[src/rtl/ppi_pkg.sv]
// rtl/ppi_pkg.sv - shared types, field positions and helpers for the PPI Port C BSR queue
package ppi_pkg;

    typedef enum logic {
        IDLE  = 1'b0,
        PULSE = 1'b1
    } state_t;

    // Ceiling log2 for parameter arithmetic; clog2(1) = 0.
    function automatic int clog2(input int value);
        int n;
        n = 0;
        while ((1 << n) < value) begin
            n = n + 1;
        end
        return n;
    endfunction

    // Control-word field positions.
    function automatic int mode_pos(input int data_w);
        return data_w - 1;
    endfunction

    function automatic int pulse_pos(input int data_w);
        return data_w - 2;
    endfunction

    function automatic int sel_msb(input int sel_w);
        return sel_w;
    endfunction

    function automatic int sel_lsb();
        return 1;
    endfunction

    function automatic int value_pos();
        return 0;
    endfunction

endpackage

[src/rtl/ppi_cmd_fifo.sv]
// rtl/ppi_cmd_fifo.sv - synchronous command FIFO with full/empty status and a one-cycle drop flag
// Ports: clk, reset (sync, active-high), wr/data_in (write side), pop/data_out (read side, head is
// always visible on data_out), full, empty, drop (write discarded because the FIFO was full).
module ppi_cmd_fifo
    import ppi_pkg::*;
#(
    parameter int WIDTH = 6,
    parameter int DEPTH = 4
) (
    input  logic             clk,
    input  logic             reset,
    input  logic             wr,
    input  logic [WIDTH-1:0] data_in,
    input  logic             pop,
    output logic [WIDTH-1:0] data_out,
    output logic             full,
    output logic             empty,
    output logic             drop
);

    localparam int PTR_W = clog2(DEPTH);
    localparam int CNT_W = PTR_W + 1;

    logic [WIDTH-1:0] mem [DEPTH];
    logic [PTR_W-1:0] wr_ptr;
    logic [PTR_W-1:0] rd_ptr;
    logic [CNT_W-1:0] count;
    logic             push;
    logic             pull;

    // A full FIFO refuses the write even when a pop frees a slot on the same edge.
    assign push = wr && !full;
    assign pull = pop && !empty;

    always_ff @(posedge clk) begin
        if (push) begin
            mem[wr_ptr] <= data_in;
        end
    end

    // Pointers are PTR_W bits wide, so they wrap modulo DEPTH on their own.
    always_ff @(posedge clk) begin
        if (reset) begin
            wr_ptr <= '0;
            rd_ptr <= '0;
            count  <= '0;
            drop   <= 1'b0;
        end else begin
            if (push) begin
                wr_ptr <= wr_ptr + 1'b1;
            end
            if (pull) begin
                rd_ptr <= rd_ptr + 1'b1;
            end
            count <= count + CNT_W'(push) - CNT_W'(pull);
            drop  <= wr && full;
        end
    end

    assign data_out = mem[rd_ptr];
    assign full     = (count == CNT_W'(DEPTH));
    assign empty    = (count == '0);

endmodule

[src/rtl/ppi_bsr_queue.sv]
// rtl/ppi_bsr_queue.sv - queued Port C bit set/reset executor with timed pulse mode
// Ports: clk, reset (sync, active-high), PortD/wr (control word write), ENABLE (execution gate),
// PortC (registered Port C bits), full/empty (command FIFO status), busy (pulse in progress),
// drop (one-cycle flag for a write lost to a full FIFO).
module ppi_bsr_queue
    import ppi_pkg::*;
#(
    parameter int PORT_W       = 8,
    parameter int DATA_W       = 8,
    parameter int DEPTH        = 4,
    parameter int PULSE_CYCLES = 4
) (
    input  logic              clk,
    input  logic              reset,
    input  logic [DATA_W-1:0] PortD,
    input  logic              wr,
    input  logic              ENABLE,
    output logic [PORT_W-1:0] PortC,
    output logic              full,
    output logic              empty,
    output logic              busy,
    output logic              drop
);

    localparam int SEL_W = clog2(PORT_W);
    // Only mode, pulse, select and value are queued; ignored bits never enter the FIFO,
    // so an X on them cannot reach PortC.
    localparam int CMD_W = SEL_W + 3;
    localparam int CNT_W = clog2(PULSE_CYCLES + 1);
    localparam logic [CNT_W-1:0] CNT_LOAD = CNT_W'(PULSE_CYCLES - 1);

    logic [CMD_W-1:0] cmd_in;
    logic [CMD_W-1:0] head;
    logic             pop;
    logic             is_mode;
    logic             is_pulse;
    logic [SEL_W-1:0] sel;
    logic             value;

    state_t           state;
    state_t           state_next;
    logic [CNT_W-1:0] cnt;
    logic [SEL_W-1:0] pulse_sel;
    logic             saved;

    assign cmd_in = {PortD[mode_pos(DATA_W)], PortD[pulse_pos(DATA_W)],
                     PortD[sel_msb(SEL_W):sel_lsb()], PortD[value_pos()]};

    generate
        if (DATA_W > SEL_W + 3) begin : g_ignored
            logic unused_ignored;
            assign unused_ignored = ^PortD[DATA_W-3:SEL_W+1];
        end
    endgenerate

    ppi_cmd_fifo #(
        .WIDTH (CMD_W),
        .DEPTH (DEPTH)
    ) u_fifo (
        .clk      (clk),
        .reset    (reset),
        .wr       (wr),
        .data_in  (cmd_in),
        .pop      (pop),
        .data_out (head),
        .full     (full),
        .empty    (empty),
        .drop     (drop)
    );

    assign is_mode  = head[CMD_W-1];
    assign is_pulse = head[CMD_W-2];
    assign sel      = head[SEL_W:1];
    assign value    = head[0];

    assign pop  = (state == IDLE) && !empty && ENABLE;
    assign busy = (state == PULSE);

    always_ff @(posedge clk) begin
        if (reset) begin
            state <= IDLE;
        end else begin
            state <= state_next;
        end
    end

    always_comb begin
        state_next = state;
        case (state)
            IDLE: begin
                if (pop && !is_mode && is_pulse) begin
                    state_next = PULSE;
                end
            end
            PULSE: begin
                if (cnt == '0) begin
                    state_next = IDLE;
                end
            end
            default: state_next = IDLE;
        endcase
    end

    // Port C datapath and pulse timer. A mode word wins over its pulse flag.
    always_ff @(posedge clk) begin
        if (reset) begin
            PortC     <= '0;
            cnt       <= '0;
            pulse_sel <= '0;
            saved     <= 1'b0;
        end else if (state == PULSE) begin
            if (cnt == '0) begin
                PortC[pulse_sel] <= saved;
            end else begin
                cnt <= cnt - 1'b1;
            end
        end else if (pop) begin
            if (is_mode) begin
                PortC <= '0;
            end else begin
                PortC[sel] <= value;
                if (is_pulse) begin
                    saved     <= PortC[sel];
                    pulse_sel <= sel;
                    cnt       <= CNT_LOAD;
                end
            end
        end
    end

endmodule

[config.mk]
export PLATFORM = sky130hd
export DESIGN_NAME = ppi_bsr_queue
export DESIGN_NICKNAME = d
export VERILOG_FILES = /design/src/rtl/ppi_pkg.sv /design/src/rtl/ppi_cmd_fifo.sv /design/src/rtl/ppi_bsr_queue.sv
export SDC_FILE = /design/constraint.sdc
export NUM_CORES = 1
export LEC_CHECK = 0
export ABC_AREA = 1
export BUFFER_PORTS_ARGS = -buffer_cell sky130_fd_sc_hd__buf_2
export CAP_MARGIN = 40
export CORE_MARGIN = 3
export CORE_UTILIZATION = 50
export CTS_BUF_LIST = sky130_fd_sc_hd__clkbuf_8
export CTS_CLUSTER_SIZE = 16
export DETAILED_ROUTE_END_ITERATION = 12
export HOLD_SLACK_MARGIN = 0.1
export PLACE_DENSITY_LB_ADDON = 0.08
export SLEW_MARGIN = 20
export SYNTH_ARGS = -nofsm -noshare
export SYNTH_HDL_FRONTEND = slang
export SYNTH_SLANG_ARGS = --single-unit
[constraint.sdc]
create_clock -name clk -period 1.95 [get_ports clk]
set_input_delay 0.195 -clock clk [delete_from_list [all_inputs] [get_ports clk]]
set_output_delay 0.195 -clock clk [all_outputs]
set_load 0.005 [all_outputs]
### Word level (Yosys, flattened, before mapping)

Memory sizes are Yosys's and may differ from the RTL's. A register that Yosys moved wholly into a read port is not among the register bits.
Index checks and enable logic that the tools add are counted.

| operators by class | value |
|---|---|
| add/subtract/negate cells | 5 |
| order comparisons | 4 |
| equal/unequal tests | 4 |
| muxes and demuxes | 24 |
| bitwise logic cells | 2 |
| reductions and logical operators | 19 |

Operator list:

| kind | count |
|---|---|
| two-way mux 8 bit | 4 |
| bitwise mux 8 bit | 2 |
| two-way mux 3 bit | 5 |
| logical AND 1 bit | 9 |
| less-than comparator 3 x 4 -> 1 bit (second input constant) | 2 |
| AND reduction 4 bit | 2 |
| two-way mux 1 bit | 7 |
| demux 1 bit (select 3 bit) | 2 |
| >= comparator 3 x 1 -> 1 bit (second input constant) | 2 |
| logical NOT 3 bit | 2 |
| adder 2 x 1 -> 2 bit (second input constant) | 2 |
| two-way mux 2 bit | 2 |
| != test 2 x 1 -> 1 bit (second input constant) | 2 |
| nonzero test 2 bit | 2 |
| adder 3 x 1 -> 3 bit | 1 |
| binary-select mux 1 bit (select 3 bit) | 1 |
| equality test 3 bit (second input constant) | 1 |
| logical NOT 1 bit | 3 |
| subtractor 3 x 1 -> 3 bit | 1 |
| subtractor 3 x 1 -> 3 bit (second input constant) | 1 |
| != test 2 bit (second input constant) | 1 |
| NOT 1 bit | 2 |
| case mux 1 bit (2 select lines) | 1 |
| AND reduction 2 bit | 1 |

| storage, ports and cells | value |
|---|---|
| bits in registers | 24 |
| memory bits (writable) | 24 |
| input port bits | 12 |
| output and inout bits | 12 |
| word-level logic and storage cells | 68 |
| memories | 1 |

Memories:

| memory | words | width | rd ports | clocked after memory_dff | write ports | RTL line | RTL |
|---|---|---|---|---|---|---|---|
| u_fifo.mem | 4 | 6 | 1 | 1 | 1 | ppi_cmd_fifo.sv:24 | `logic [WIDTH-1:0] mem [DEPTH];` |

### Longest topological paths before layout

| logic depth | value |
|---|---|
| word-level depth | 8 |
| gate-level depth with buffers | 12 |
| mapped depth without buffers | 12 |

### Hierarchy

From an unflattened synthesis, not the netlist that was laid out.

| second synthesis, totals | value |
|---|---|
| cell total of the unflattened synthesis | 320 |
| area total of the unflattened synthesis | 2568.7 um^2 |

Modules (own cells, without submodules):

| module | instances | cells each | area an instance (um^2) |
|---|---|---|---|
| ppi_cmd_fifo | 1 | 129 | 1412.6 |
| ppi_bsr_queue | 1 | 191 | 1156.1 |

### Least setup slack after synthesis

Ideal clock, no wire load.

| timing path | value |
|---|---|
| kind | flip-flop to flip-flop |
| from | register state, in the netlist busy |
| to | register u_fifo.count[2] |
| setup time | 0.070 ns |
| arrival time | 1.827 ns |
| slack | 0.053 ns |
| stages on the path, launching flop included | 11 |
| path buffers | 0 |
| period minus slack after synthesis | 1.897 ns |
| cells stage by stage | dfxtp_1 > inv_1 > nand3_1 > inv_2 > ha_1 > inv_1 > ha_1 > fa_1 > inv_1 > o21ai_0 > a21oi_1 |

| on the way | value |
|---|---|
| cells in the longest elaborated chain, start to end | 5 |

RTL lines:

| item | RTL line | RTL |
|---|---|---|
| start: declaration | ppi_bsr_queue.sv:40 | `state_t state;` |
| start signal: assignment | ppi_bsr_queue.sv:83 | `state <= state_next;` |
| NOT 1 bit | - |  |
| logical AND 1 bit (2 in series) | ppi_bsr_queue.sv:76 | `assign pop = (state == IDLE) && !empty && ENABLE;` |
| logical AND 1 bit | ppi_cmd_fifo.sv:33 | `assign pull = pop && !empty;` |
| named net u_fifo.pull | ppi_cmd_fifo.sv:29 | `logic pull;` |
| subtractor 3 x 1 -> 3 bit | ppi_cmd_fifo.sv:55 | `count <= count + CNT_W'(push) - CNT_W'(pull);` |
| end signal: assignment | ppi_cmd_fifo.sv:55 |  |
| end: declaration | ppi_cmd_fifo.sv:27 | `logic [CNT_W-1:0] count;` |

The timed path passes the listed nets, and every way through them passes these cells.
A chain may end at the register's enable or synchronous reset.

### Worst setup path in the final report

| timing path | value |
|---|---|
| from | register u_fifo.count[1] |
| to | register u_fifo.count[1] |

| on the way | value |
|---|---|
| cells in the longest elaborated chain, start to end | 6 |
| elaborated cells between the ends (all ways) | 10 |
| those cells by class | add/sub: 2; eq/ne: 1; reduce/logical: 7 |

RTL lines:

| item | RTL line | RTL |
|---|---|---|
| logical NOT 3 bit * | ppi_cmd_fifo.sv:62 | `assign empty = (count == '0);` |
| logical NOT 1 bit * | ppi_cmd_fifo.sv:33, ppi_bsr_queue.sv:76 |  |
| logical AND 1 bit (2 in series) | ppi_bsr_queue.sv:76 |  |
| logical AND 1 bit * | ppi_cmd_fifo.sv:33 |  |
| named net u_fifo.pull | ppi_cmd_fifo.sv:29 |  |
| subtractor 3 x 1 -> 3 bit * | ppi_cmd_fifo.sv:55 |  |

The timed path passes the listed nets; every way through them passes the cells marked *.

==> PnR_summary.wiki <==
{| class="wikitable"
! Metric !! Value
|-
| Result of the run || complete, no violations
|-
| Detailed-routed wire length on met2 || 2.38 mm
|-
| Quantity of I/O buffers inserted on ports || 21
|-
| Post-layout min period || approximately 1.8 ns
|-
| Final HPWL DP || 3.79 mm
|-
| Pin count of the biggest net entering global routing || 20
|-
| Hold crit path type || input port to flop
|-
| Clock insertion delay at the later pin of the skew report || 0.30 ns
|-
| P_leak || 1.40 nW
|-
| Number of enable flip-flop cells after synthesis || 24
|-
| Endpoint arrival time on the critical path || 2.05 ns
|-
| Per-instance average area after synthesis || 7.92 um2
|-
| CP max stage cell || fa_2
|-
| Tightest slew margin relative to the limit || between 50% and 60%
|-
| Final total power || 0.00376 W
|-
| Initial antenna violation count || 0
|-
| Total length of routed wires || 5.17 mm
|-
| Violation count after the first detailed-route iteration || 175
|-
| Worst-case clock skew || 0.00915 ns
|-
| Clock-pin slew of the registers on the worst-case setup and hold paths || 0.09 ns
|-
| Top-level I/O count || 24
|-
| Commonest cells post-synth || 79 x nand2_1, 42 x inv_1, 38 x nor2_1
|-
| Sequential share of the synthesized area || roughly half
|-
| Number of detailed-route iterations in the first pass || 4
|-
| WP data required || 2.19 ns
|-
| Via total after detailed routing || 2141
|-
| Via count of the first global-routing pass || 2022
|-
| Warning count from the yosys run || 0
|-
| Nets in the synthesized netlist || 347
|-
| Placer's final routability congestion estimate || around 0.82
|-
| Met1 WL || around 2.5 mm
|-
| Number of distinct standard cells referenced by the synthesized netlist || 26
|-
| Synth top area share || between 20% and 30%
|-
| Pwr/cell area || 1260 mW/mm2
|-
| Routed met3 length || 223 um
|-
| Post-detailed-route wirelength per cell || approximately 12 um
|-
| Post-synth design cell area || between 0.002 and 0.003 mm2
|-
| Final clock period utilization by the worst path || a little over 90%
|-
| Synth async-reset ratio || 0%
|-
| Max-slew violations || 0
|-
| Num rows || 25
|-
| Kind of start point of the critical path || flop
|-
| Net count of the finished layout || 386
|-
| Finish-stage setup viols || 0
|-
| Initial Util || 53.2%
|-
| Setup crit end kind || flop
|-
| Top Layer Used || met4
|-
| GR Util All Layers || 18.4%
|-
| Final sum of negative setup slack || 0 ns
|-
| Number of antenna repair diodes || 0
|-
| Residual DRC count || 0
|-
| Sinks on Clock Net || 50
|-
| CTS root buffer || clkbuf_8
|-
| Post-synthesis sequential element count || 50
|-
| GRT overflow || 0
|-
| Synthesized instance count || 326
|-
| Proportion of layout cells with a drive suffix above 1 || around 19%
|-
| Number of CTS-inserted buffers || 5
|-
| Max Buffers Root-to-Sink || 2
|-
| Transition time of the tightest slew-check pin || 0.601 ns
|-
| Clock tree from TritonCTS || yes
|-
| Maximum net fanout on the critical path || 3
|-
| Area inside the core boundary || 0.00485 mm2
|-
| DRT antenna net count || 0
|-
| Horizontal die dimension || 77.9 um
|-
| Top-count cell post-synth || nand2_1
|-
| Setup CP Type || flop to flop
|-
| Final Hold Viols || 0
|-
| Unrepaired setup endpoints after global routing || false
|-
| Main flop type after synthesis || dfxtp_1
|-
| First-pass GRT wire length || 8.88 mm
|-
| Delay of the slowest critical-path stage || 0.52 ns
|-
| Die footprint || 0.00606 mm2
|-
| CP Cell Sequence || inv_4 -> nand3_2 -> nand3_2 -> inv_2 -> ha_1 -> inv_1 -> ha_2 -> fa_2 -> inv_1 -> nor2_1
|-
| Die boundary height || 77.9 um
|-
| Synthesis-to-finish area growth || 15.7%
|-
| Timing-limited maximum frequency || between 0.5 and 0.6 GHz
|-
| Number of H-tree branching levels || 2
|-
| Detailed-route vias per instance || approximately 4.9
|-
| Maximum vdd ir drop || roughly 0.68 mV
|-
| Leading cell types by total area after synthesis || edfxtp_1 28%, dfxtp_1 20%, nand2_1 11%, nand3_1 6.2%, inv_1 6.1%
|-
| Largest area contributor in the synthesized netlist || edfxtp_1
|-
| Worst hold slack || 0.111 ns
|-
| Number of max-cap violations || 0
|}
## worst max-delay path, delay by kind of cell (launching register included)
| family | cells | cell delay, ns |
|---|---|---|
| adders and majority gates | 3 | 0.94 |
| and+or+nand+nor | 3 | 0.26 |
| DFF | 1 | 0.37 |
| buffers and inverters | 4 | 0.18 |
## metal layers
layer | vias up | GRT usage [%]
li1 | 1127 | -
met1 | 972 | 24.2
met2 | 37 | 29.5
met3 | 5 | 3.94
met4 | 0 | 7.65
met5 | - | 0
## worst paths after layout
| check | start | endpoint | slack [ns] | cells after the start |
|---|---|---|---|---|
| hold reg to reg | cnt[0] | cnt[0] | 0.47 | 2 |
| hold / removal | PortD[1] | u_fifo.mem[0][1] | 0.11 | 1 |
| setup reg to reg | u_fifo.count[1] | u_fifo.count[1] | 0.14 | 10 |
| setup / recovery | u_fifo.count[1] | u_fifo.count[1] | 0.14 | 10 |
## cell families (layout without fill, tap and decap cells)
family                     Yosys count  count (layout)  synth area share (%)
AOI/OAI and AO/OA                   45              45                  9.50
xor gates and xnor gates             2               2                 0.679
adders and majority gates            9               9                  4.65
buffers and inverters               51              91                  8.19
DFF                                 50              50                  48.1
and+or+nand+nor                    169             169                  28.9
## cell usage in the layout, fill, tap and decap left out, drive strengths merged
cell and n:
nand2 88, inv 46, nor2 43, nand3 34, buf 34, dfxtp 26, o21ai 25, edfxtp 24
a21oi 12, ha 8, clkbuf 6, nor3 4, dlygate4sd3 4, a22oi 3, o21a 3, xor2 2
o21bai 2, fa 1, clkinvlp 1
## where the power goes
| part | switching (W) | internal (W) | leakage (nW) |
|---|---|---|---|
| clock network | 0.000359 | 0.000293 | 0.0478 |
| registers | 0.000118 | 0.00131 | 0.433 |
| logic | 0.00106 | 0.000615 | 0.921 |
## stage by stage
stage	util [%]	setup slack, ns	std cells	area (um2)
floorplan	-	0.0534	326	2580
global placement	58.1	0.102	420	2820
detailed placement	58.1	0.0854	420	2820
CTS	61.0	0.0619	432	2960
global route	61.6	0.00392	433	2990
finish	61.6	0.137	433	2990
## flip-flops by register name, indices dropped and copies added (netlist names), named ones only
register and flops:
saved 1, cnt 3, PortC 8, pulse_sel 3
u_fifo.wr_ptr 2, u_fifo.mem 24, u_fifo.count 3, busy 1
u_fifo.drop 1, u_fifo.rd_ptr 2
## final cells by class
cell class | count | area, um2
flip-flops and latches | 50 | 1240
multi-input cells | 225 | 1140
inverters | 45 | 171
repair buffers | 38 | 243
clock buffers | 6 | 82.6
well taps | 67 | 83.8
fillers | 449 | 1860
clock inverters | 2 | 16.3
## repair_timing
action | CTS | global route
buffers inserted | 0 | 1
hold buffers | 4 | 0
hold endpoints to repair | 16 | 0
gates resized for setup | 0 | 10
endpoints found under the setup margin | 0 | 2
Note: power is estimated with default switching activity, not from simulation.
